### config.mk
export PLATFORM = sky130hd
export DESIGN_NAME = branch_tag_ctrl_flat
export DESIGN_NICKNAME = d
export VERILOG_FILES = /design/src/rtl/branch_tag_ctrl_pkg.sv /design/src/rtl/branch_tag_ctrl_if.sv /design/src/rtl/branch_tag_ctrl_lsb_onehot_sel.sv /design/src/rtl/branch_tag_ctrl.sv /design/src/flat_wrapper.sv
export SDC_FILE = /design/constraint.sdc
export NUM_CORES = 1
export LEC_CHECK = 0
export BUFFER_PORTS_ARGS = -buffer_cell sky130_fd_sc_hd__buf_4
export CORE_MARGIN = 2
export CORE_UTILIZATION = 24
export DETAILED_ROUTE_END_ITERATION = 8
export GPL_ROUTABILITY_DRIVEN = 0
export PLACE_DENSITY = 0.48
export SLEW_MARGIN = 0
export SYNTH_ARGS = -nofsm -noshare
export SYNTH_HDL_FRONTEND = slang
export SYNTH_HIERARCHICAL = 1
export SYNTH_SLANG_ARGS = --single-unit
### constraint.sdc
create_clock -name clk -period 3 [get_ports clk]
set_input_delay 0.45 -clock clk [delete_from_list [all_inputs] [get_ports clk]]
set_output_delay 0.45 -clock clk [all_outputs]
set_load 0.005 [all_outputs]
### src/rtl/branch_tag_ctrl_pkg.sv
// Shared types for the branch tag controller: tag count, mask/address types,
// the resolve task encoding and a one-hot test helper.
package branch_tag_ctrl_pkg;

    localparam int NUM_BR = 4;
    localparam int ADDR_W = 32;

    typedef logic [NUM_BR-1:0] br_mask_t;
    typedef logic [ADDR_W-1:0] addr_t;

    typedef enum logic [1:0] {
        NOTHING = 2'd0,
        CLEAR   = 2'd1,
        SQUASH  = 2'd2
    } br_task_e;

    // True when exactly one bit of m is set.
    function automatic logic is_onehot(input br_mask_t m);
        return (m != '0) && ((m & (m - br_mask_t'(1))) == '0);
    endfunction

endpackage

### src/rtl/branch_tag_ctrl_if.sv
// Dispatch, resolve and broadcast signals of the branch tag controller.
// master = dispatch/branch-FU side, slave = the controller.
interface branch_tag_ctrl_if;
    import branch_tag_ctrl_pkg::*;

    logic     alloc_req;
    logic     alloc_grant;
    br_mask_t alloc_b_id;
    br_mask_t cur_b_mask;
    logic     full;
    br_task_e fu_br_task;
    br_mask_t fu_b_id;
    addr_t    fu_target;
    br_task_e rem_br_task;
    br_mask_t rem_b_id;
    logic     redirect_valid;
    addr_t    redirect_pc;

    modport master (
        output alloc_req, fu_br_task, fu_b_id, fu_target,
        input  alloc_grant, alloc_b_id, cur_b_mask, full,
               rem_br_task, rem_b_id, redirect_valid, redirect_pc
    );

    modport slave (
        input  alloc_req, fu_br_task, fu_b_id, fu_target,
        output alloc_grant, alloc_b_id, cur_b_mask, full,
               rem_br_task, rem_b_id, redirect_valid, redirect_pc
    );

endinterface

### src/rtl/branch_tag_ctrl_lsb_onehot_sel.sv
// Isolates the lowest set bit of req_i (req & -req); used to pick the
// lowest-index free branch tag.
module lsb_onehot_sel #(
    parameter int W = 4
) (
    input  logic [W-1:0] req_i,
    output logic [W-1:0] gnt_o
);

    assign gnt_o = req_i & (-req_i);

endmodule

### src/rtl/branch_tag_ctrl.sv
// Branch tag controller: allocates one-hot branch tags to dispatch, tracks the
// mask of older in-flight branches per tag, and rebroadcasts branch
// resolutions (CLEAR/SQUASH) one cycle later with a fetch redirect on SQUASH.
// Optional macro BR_TAG_CHECK_EN adds err_sticky_o and assertions.
module branch_tag_ctrl
    import branch_tag_ctrl_pkg::*;
(
    input  logic                  clk,
    input  logic                  rst_n,
    branch_tag_ctrl_if.slave      bif
`ifdef BR_TAG_CHECK_EN
    ,
    output logic                  err_sticky_o
`endif
);

    logic [NUM_BR-1:0] free_q, free_d;
    br_mask_t          dep_q [NUM_BR];
    br_mask_t          dep_d [NUM_BR];

    br_task_e          rem_task_q;
    br_mask_t          rem_b_id_q;
    logic              redirect_valid_q;
    addr_t             redirect_pc_q;

    logic              fu_active, fu_onehot, fu_live, fu_valid;
    logic              do_clear, do_squash;
    br_mask_t          squash_set, cur_mask, sel_gnt;
    logic              grant;

    // Resolve qualification: a task only acts on a live, one-hot tag.
    assign fu_active = (bif.fu_br_task != NOTHING);
    assign fu_onehot = is_onehot(bif.fu_b_id);
    assign fu_live   = ((bif.fu_b_id & ~free_q) != '0);
    assign fu_valid  = fu_active & fu_onehot & fu_live;
    assign do_clear  = fu_valid & (bif.fu_br_task == CLEAR);
    assign do_squash = fu_valid & (bif.fu_br_task == SQUASH);

    // A squash kills the resolved tag plus every tag that was allocated while it was live.
    generate
        for (genvar gi = 0; gi < NUM_BR; gi++) begin : g_sq
            assign squash_set[gi] = bif.fu_b_id[gi] | (|(dep_q[gi] & bif.fu_b_id));
        end
    endgenerate

    // Pick from the pre-resolution free set so a tag freed this cycle waits one cycle.
    lsb_onehot_sel #(.W(NUM_BR)) u_sel (
        .req_i (free_q),
        .gnt_o (sel_gnt)
    );

    assign cur_mask = ~free_q & ~(fu_active ? bif.fu_b_id : '0);
    assign grant    = bif.alloc_req & (|free_q) & ~do_squash;

    assign bif.alloc_grant    = grant;
    assign bif.alloc_b_id     = grant ? sel_gnt : '0;
    assign bif.cur_b_mask     = cur_mask;
    assign bif.full           = (free_q == '0);
    assign bif.rem_br_task    = rem_task_q;
    assign bif.rem_b_id       = rem_b_id_q;
    assign bif.redirect_valid = redirect_valid_q;
    assign bif.redirect_pc    = redirect_pc_q;

    // Next tag state: apply the resolution first, then the allocation.
    always_comb begin
        free_d = free_q;
        for (int i = 0; i < NUM_BR; i++) dep_d[i] = dep_q[i];
        if (do_clear) begin
            free_d = free_d | bif.fu_b_id;
            for (int i = 0; i < NUM_BR; i++) dep_d[i] = dep_q[i] & ~bif.fu_b_id;
        end
        if (do_squash) begin
            free_d = free_d | squash_set;
            for (int i = 0; i < NUM_BR; i++) if (squash_set[i]) dep_d[i] = '0;
        end
        if (grant) begin
            free_d = free_d & ~sel_gnt;
            for (int i = 0; i < NUM_BR; i++) if (sel_gnt[i]) dep_d[i] = cur_mask;
        end
    end

    // Tag state registers.
    always_ff @(posedge clk or negedge rst_n) begin
        if (!rst_n) begin
            free_q <= '1;
            for (int i = 0; i < NUM_BR; i++) dep_q[i] <= '0;
        end else begin
            free_q <= free_d;
            for (int i = 0; i < NUM_BR; i++) dep_q[i] <= dep_d[i];
        end
    end

    // One-cycle rebroadcast of the resolution and fetch redirect.
    always_ff @(posedge clk or negedge rst_n) begin
        if (!rst_n) begin
            rem_task_q       <= NOTHING;
            rem_b_id_q       <= '0;
            redirect_valid_q <= 1'b0;
            redirect_pc_q    <= '0;
        end else begin
            rem_task_q       <= fu_valid ? bif.fu_br_task : NOTHING;
            rem_b_id_q       <= fu_valid ? bif.fu_b_id : '0;
            redirect_valid_q <= do_squash;
            if (do_squash) redirect_pc_q <= bif.fu_target;
        end
    end

`ifdef BR_TAG_CHECK_EN
    logic              err_q;
    logic [NUM_BR-1:0] self_dep;
    logic              bad_fu, bad_alloc;

    generate
        for (genvar gi = 0; gi < NUM_BR; gi++) begin : g_self
            assign self_dep[gi] = dep_q[gi][gi];
        end
    endgenerate

    assign bad_fu    = fu_active & ~(fu_onehot & fu_live);
    assign bad_alloc = grant & ~is_onehot(bif.alloc_b_id);

    // Sticky error flag, cleared only by reset.
    always_ff @(posedge clk or negedge rst_n) begin
        if (!rst_n)                                  err_q <= 1'b0;
        else if (bad_fu | bad_alloc | (|self_dep))   err_q <= 1'b1;
    end

    assign err_sticky_o = err_q;

    a_fu_id:    assert property (@(posedge clk) disable iff (!rst_n) !bad_fu);
    a_alloc_id: assert property (@(posedge clk) disable iff (!rst_n) !bad_alloc);
    a_self_dep: assert property (@(posedge clk) disable iff (!rst_n) self_dep == '0);
`endif

endmodule

### src/flat_wrapper.sv
// flat-port wrapper written by rule: the top's interface ports become plain ports
module branch_tag_ctrl_flat import branch_tag_ctrl_pkg::*;
  (clk, rst_n, bif_alloc_req, bif_fu_br_task, bif_fu_b_id, bif_fu_target, bif_alloc_grant, bif_alloc_b_id, bif_cur_b_mask, bif_full, bif_rem_br_task, bif_rem_b_id, bif_redirect_valid, bif_redirect_pc);
  branch_tag_ctrl_if bif_i ();
  input  logic clk;
  input  logic rst_n;
  input wire logic [$bits(bif_i.alloc_req)-1:0] bif_alloc_req;
  input wire logic [$bits(bif_i.fu_br_task)-1:0] bif_fu_br_task;
  input wire logic [$bits(bif_i.fu_b_id)-1:0] bif_fu_b_id;
  input wire logic [$bits(bif_i.fu_target)-1:0] bif_fu_target;
  output wire logic [$bits(bif_i.alloc_grant)-1:0] bif_alloc_grant;
  output wire logic [$bits(bif_i.alloc_b_id)-1:0] bif_alloc_b_id;
  output wire logic [$bits(bif_i.cur_b_mask)-1:0] bif_cur_b_mask;
  output wire logic [$bits(bif_i.full)-1:0] bif_full;
  output wire logic [$bits(bif_i.rem_br_task)-1:0] bif_rem_br_task;
  output wire logic [$bits(bif_i.rem_b_id)-1:0] bif_rem_b_id;
  output wire logic [$bits(bif_i.redirect_valid)-1:0] bif_redirect_valid;
  output wire logic [$bits(bif_i.redirect_pc)-1:0] bif_redirect_pc;
  assign bif_i.alloc_req = bif_alloc_req;
  assign bif_i.fu_br_task = bif_fu_br_task;
  assign bif_i.fu_b_id = bif_fu_b_id;
  assign bif_i.fu_target = bif_fu_target;
  assign bif_alloc_grant = bif_i.alloc_grant;
  assign bif_alloc_b_id = bif_i.alloc_b_id;
  assign bif_cur_b_mask = bif_i.cur_b_mask;
  assign bif_full = bif_i.full;
  assign bif_rem_br_task = bif_i.rem_br_task;
  assign bif_rem_b_id = bif_i.rem_b_id;
  assign bif_redirect_valid = bif_i.redirect_valid;
  assign bif_redirect_pc = bif_i.redirect_pc;
  branch_tag_ctrl u_core (.clk(clk), .rst_n(rst_n), .bif(bif_i));
endmodule
==> results of run 1 <==
[cells in the mapped netlist (2+ instances only)]
library cell / count
o31ai_1: 6
a22oi_1: 4
buf_6: 7
nor3_2: 4
and2_1: 2
nor2b_1: 5
o211ai_1: 12
mux2_4: 21
o31a_1: 4
inv_2: 4
nor4b_2: 3
buf_2: 3
buf_4: 3
a211oi_4: 4
and3_4: 3
nor2_1: 3
a21oi_1: 8
dfstp_2: 4
mux2_2: 11
inv_1: 10
nand2_1: 5
o21ai_2: 2
dfrtp_1: 51
o41ai_2: 8
o21ai_0: 2
and3_1: 5
[cell families (layout without fill, tap and decap cells)]
| logic type | count (synthesis) | in the layout | synth area share (%) |
|---|---|---|---|
| buffers and inverters | 28 | 118 | 6.12 |
| AOI/OAI and AO/OA | 53 | 53 | 18.5 |
| muxes | 32 | 32 | 15.6 |
| and+or+nand+nor | 37 | 37 | 10.6 |
| DFF | 55 | 55 | 48.9 |
| xor gates and xnor gates | 1 | 1 | 0.310 |
[worst paths after layout]
kind                                                        startpoint                                endpoint  slack [ns]  cells after the start
worst min register to register  u_core/bif.redirect_pc[10]$_DFFE_PN0N_  u_core/bif.redirect_pc[10]$_DFFE_PN0N_        0.51                      1
max in group asynchronous                                        rst_n               u_core/dep_q[1]$_DFF_PN0_        2.35                      1
worst min-delay path                                             rst_n  u_core/bif.redirect_pc[10]$_DFFE_PN0N_        0.20                      1
min in group clk                                     bif_fu_target[25]  u_core/bif.redirect_pc[25]$_DFFE_PN0N_        0.39                      2
worst max-delay path                        u_core/free_q[0]$_DFF_PN1_                       bif_alloc_b_id[2]        0.31                      6
worst max register to register              u_core/free_q[0]$_DFF_PN1_               u_core/dep_q[4]$_DFF_PN0_        0.84                      5
[report_power, final]
group	internal [W]	switching, W
combinational	0.000757	0.000490
clock	0.000313	0.000263
sequential	0.00106	0.000204
total	0.00213	0.000956
[per-layer routing]
metal	wire length [um]	track usage (%)	vias up	part of all wire, %
met4	87	3.33	0	1.2
li1	-	-	932	-
met3	490	2.97	6	6.9
met5	0	0	-	0
met1	3240	15.4	977	46
met2	3240	17.4	75	46
[state kept, by name (all words and copies together) (netlist names)]
signal,flops
u_core/bif.redirect_pc,32
u_core/bif.redirect_valid,1
u_core/bif.rem_b_id,4
u_core/bif.rem_br_task,2
u_core/dep_q,12
u_core/free_q,4
[cell type report]
cell class | count | area [sq um]
fillers | 1128 | 7720
flip-flops and latches | 55 | 1380
multi-input cells | 123 | 1270
repair buffers | 96 | 721
well taps | 143 | 179
clock buffers | 6 | 129
inverters | 14 | 52.6
clock inverters | 2 | 16.3
[per-stage QoR]
stage,total power (W),instance area (sq um),cells,setup slack (ns)
6_report,0.00309,3750,439,0.309
5_1_grt,0.00329,3750,439,0.198
4_1_cts,0.00313,3750,439,0.318
3_5_place_dp,0.00253,3600,431,0.533
3_3_place_gp,0.00253,3600,431,0.571
2_1_floorplan,0.00195,2820,206,0.908
==> out/metrics.cfg, run 1 <==
[timing]
worst_hold_slack_ns = 0.200
max_freq_mhz = 372
relSlewSlack_pct = 54.3
worstMarginPinSlew_ns = 0.685
finClkSkew_ns = 0.00455
hold_viol_final = 0
grt_setup_unrepaired = false
finalCritPeriodShare_pct = 89.7
final_max_slew_viol_count = 0
setup_viol = 0
finalCriticalPeriod_ns = 2.69
setup-tns-final_ns = 0

[floorplanning]
die_w_um = 112
start_util_pct = 24.6
rows = 39
io_pins = 90
die_area_sq_mm = 0.0126
core_area_sq_mm = 0.0115
die_h_um = 112

[global_route]
antenna_found_initial = 0
grt_overflow = 0
grt_pass1_wl_um = 11300
grt_max_degree = 56
grt_pass1_vias = 2091
grt_use_total_pct = 11.2

[setup_path]
cp_top_family = compound AO/OA/AOI/OAI gates
cp_slowest_cell = dfstp_2
required_ns = 2.55
crit_top_cell = buf_4
crit_arrival_ns = 2.24
critPathLaunchType = flop
end_kind = output pin
worstPathMaxFanout = 14
path_cells = nor2b_1 -> o41ai_4 -> buf_4 -> o21ai_2 -> inv_2 -> buf_4
max_stage_delay_ns = 0.62
worstPathBufferInverterCount = 3
criticalPathCategory = reg2out

[synth]
synth.cell_area_sq_mm = 0.00282
yosysUniqueCellTypes = 38
postSynthCellCount = 206
ys_seq_area_share_pct = 48.9
synth-edff-count = 0
synth.avg_cell_area_sq_um = 13.7
ys.warnings.count = 6
yosys-top-cells-area = dfrtp_1 (45%), mux2_4 (11%), o41ai_2 (4.6%)
synth_seq_cells = 55
syn-num-nets = 247
yosysTopAreaCell = dfrtp_1
synth_top_flop_cell = dfrtp_1
synth_top_area_share_pct = 45.2
synthArstFlopShare_pct = 100

[cts]
cts.sinks = 55
cts-root-buf = clkbuf_16
clk_pin_slew_ns = 0.07
clockBufferDepth = 2
hold_buffers = 0
cts_tree = built
htree_levels = 2
post_cts_buffers = 0
cts_resized = 0
cts_inserted_buffers = 5
insertion_delay_ns = 0.29

[power]
peakVddDrop_v = 0.000375
power_density_mw_per_mm2 = 824
p_leak_nw = 1.71

[job]
max_cap_viol_count = 0

[placed_design]
dpl.hpwl_um = 5250
port_buffers = 89

[finish]
final_common_cell = buf_4
syn_to_final_growth_pct = 32.8
fin_util_pct = 32.7
antenna_cells = 0
fin_nets = 336
layout_common_cells = buf_4 (96), dfrtp_1 (51), mux2_4 (21)
drive_above_1_share_pct = 58.8

[detailed_routing]
drtAntennaViolNets = 0
route.detailed.drc = 0
vias = 1990
drt_iter0_drc = 165
routedWlPerCell_um = 16.1
vias_per_cell = 4.53
drt-total-wl_um = 7060
first_pass_iters = 4

[outcome]
status = finished, final reports clean

[hold_path]
hp-class = in2async

(Power assumes the default switching activity.)
==> inputs of run 2 (changes only) <==
clock period = 2.7 ns   (was 3 ns; I/O delays follow)
==> out/metrics.cfg, run 2 (same netlist as run 1, synthesis figures left out) <==
[outcome]
status = finished, final reports clean  ; unchanged

[timing]
finClkSkew_ns = 0.00554  ; was 0.00455 ns
max_freq_mhz = 401
worstMarginPinSlew_ns = 0.723  ; was 0.685 ns
final_max_slew_viol_count = 0  ; unchanged
setup-tns-final_ns = 0  ; unchanged
worst_hold_slack_ns = 0.170  ; was 0.200 ns
relSlewSlack_pct = 51.6  ; was 54.3%
finalCritPeriodShare_pct = 92.4
finalCriticalPeriod_ns = 2.50
hold_viol_final = 0  ; unchanged
setup_viol = 0  ; unchanged
grt_setup_unrepaired = false  ; unchanged

[setup_path]
r2r_start = u_core/free_q[0]$_DFF_PN1_  ; unchanged
worstPathMaxFanout = 19  ; was 14
cp_top_family = compound AO/OA/AOI/OAI gates  ; unchanged
rr_worst_depth = 6  ; was 5
path_cells = buf_4 -> xor2_1 -> a211oi_4 -> buf_4 -> o21ai_2 -> inv_2 -> buf_4  ; was nor2b_1 -> o41ai_4 -> buf_4 -> o21ai_2 -> inv_2 -> buf_4
end_kind = output pin  ; unchanged
crit_arrival_ns = 2.09  ; was 2.24 ns
rrSetupSlack_ns = 0.54  ; was 0.84 ns
worstPathBufferInverterCount = 4  ; was 3
criticalPathCategory = in2out  ; was reg2out
crit_top_cell = buf_4  ; unchanged
critPathLaunchType = input port  ; was flop
max_stage_delay_ns = 0.65  ; was 0.62 ns
cp_slowest_cell = a211oi_4  ; was dfstp_2
r2r-end = u_core/bif.redirect_pc[23]$_DFFE_PN0N_  ; was u_core/dep_q[4]$_DFF_PN0_
required_ns = 2.30  ; was 2.55 ns

[finish]
layout_common_cells = buf_4 (95), dfrtp_1 (51), mux2_4 (21)  ; was buf_4 (96), dfrtp_1 (51), mux2_4 (21)
largest_register_ffs = 32  ; unchanged
multiInputGateArea_sq_mm = 0.00127  ; unchanged
fin_nets = 336  ; unchanged
antenna_cells = 0  ; unchanged
regArea_sq_mm = 0.00138  ; unchanged
fillers = 1132  ; was 1128
drive_above_1_share_pct = 59.1  ; was 58.8%
final_common_cell = buf_4  ; unchanged
syn_to_final_growth_pct = 33.6  ; was 32.8%

[power]
p_leak_nw = 1.71  ; about the same
power_density_mw_per_mm2 = 919  ; was 824 mW/mm^2
peakVddDrop_v = 0.000405  ; was 0.000375 V

[cts]
htree_levels = 2  ; unchanged
cts_inserted_buffers = 5  ; unchanged
post_cts_buffers = 0  ; unchanged
insertion_delay_ns = 0.29  ; about the same
cts_tree = built  ; unchanged
clk_pin_slew_ns = 0.07  ; about the same
hold_buffers = 0  ; unchanged
cts_resized = 0  ; unchanged
cts-root-buf = clkbuf_16  ; unchanged
cts.sinks = 55  ; unchanged
clockBufferDepth = 2  ; unchanged

[global_route]
grt_pass1_wl_um = 11600  ; was 11300 um
grt_overflow = 0  ; unchanged
grt_pass1_vias = 2105  ; was 2091
grt_use_total_pct = 11.4  ; was 11.2%
antenna_found_initial = 0  ; unchanged
grt_max_degree = 56  ; unchanged

[detailed_routing]
drt-total-wl_um = 7100  ; was 7060 um
routedWlPerCell_um = 16.2  ; was 16.1 um
route.detailed.drc = 0  ; unchanged
drtAntennaViolNets = 0  ; unchanged
drt_iter0_drc = 110  ; was 165
vias_per_cell = 4.49  ; was 4.53
vias = 1969  ; was 1990
first_pass_iters = 4  ; unchanged

[job]
max_cap_viol_count = 0  ; unchanged

[placed_design]
port_buffers = 89  ; unchanged
dpl.hpwl_um = 5240  ; was 5250 um

[floorplanning]
die_h_um = 112  ; unchanged
start_util_pct = 24.6  ; unchanged
die_w_um = 112  ; unchanged
io_pins = 90  ; unchanged
die_area_sq_mm = 0.0126  ; unchanged
core_area_sq_mm = 0.0115  ; unchanged
rows = 39  ; unchanged

[hold_path]
hp-class = in2async  ; unchanged

## run 2: changes by cell type in the layout (fill, tap and decap cells not counted), sizes merged
cell,previous run,this run
clkinv,0,1
inv,15,14
## run 2: how the worst max path moves through the flow
stage	start	end	slack (ns)	depth (start not counted)
2_1_floorplan	u_core/free_q[0]$_DFF_PN1_	bif_alloc_grant	0.65	5
6_report	bif_fu_b_id[3]	bif_alloc_b_id[2]	0.20	7
3_3_place_gp	bif_fu_b_id[3]	bif_alloc_b_id[2]	0.25	7
4_1_cts	u_core/free_q[0]$_DFF_PN1_	bif_alloc_b_id[3]	0.21	6
5_1_grt	u_core/free_q[0]$_DFF_PN1_	bif_alloc_b_id[2]	0.06	6
3_5_place_dp	bif_fu_b_id[3]	bif_alloc_b_id[2]	0.24	7
## run 2: per-layer routing
metal	global-route usage, %	vias to the layer above	part of all wire [%]
met3	2.32	2	5.9
met1	16.1	959	47
li1	-	938	-
met4	3.33	0	0.51
met2	17.5	70	46
met5	0	-	0
## run 2: layout make-up
type / count / share of cell area (%)
clock buffers: 6 / 3.68
clock inverters: 2 / 0.431
inverters: 14 / 1.39
multi-input cells: 123 / 33.7
flip-flops and latches: 55 / 36.6
well taps: 143 / 4.75
repair buffers: 96 / 19.4
## run 2: report_power, final
part / internal (W) / switching (W) / total [W] / leakage (nW)
logic: 0.000842 / 0.000550 / 0.00139 / 0.961
clock network: 0.000371 / 0.000289 / 0.000660 / 0.0731
registers: 0.00118 / 0.000233 / 0.00141 / 0.680
## run 2: worst register-to-register path, delay by kind of cell (launching register included)
kind | cells | cell delay (ns)
muxes | 1 | 0.32
buffers and inverters | 2 | 0.43
AOI/OAI and AO/OA | 1 | 0.47
and+or+nand+nor | 2 | 0.20
DFF | 1 | 0.62
## run 2: stage by stage
step	setup slack (ns)	cells	total power [W]	cell area (sq um)	util, %
2_1_floorplan	0.653	206	0.00217	2820	-
3_3_place_gp	0.254	431	0.00282	3610	31.5
3_5_place_dp	0.236	431	0.00282	3610	31.5
4_1_cts	0.209	439	0.00351	3770	32.9
5_1_grt	0.0552	439	0.00369	3770	32.9
6_report	0.204	439	0.00346	3770	32.9
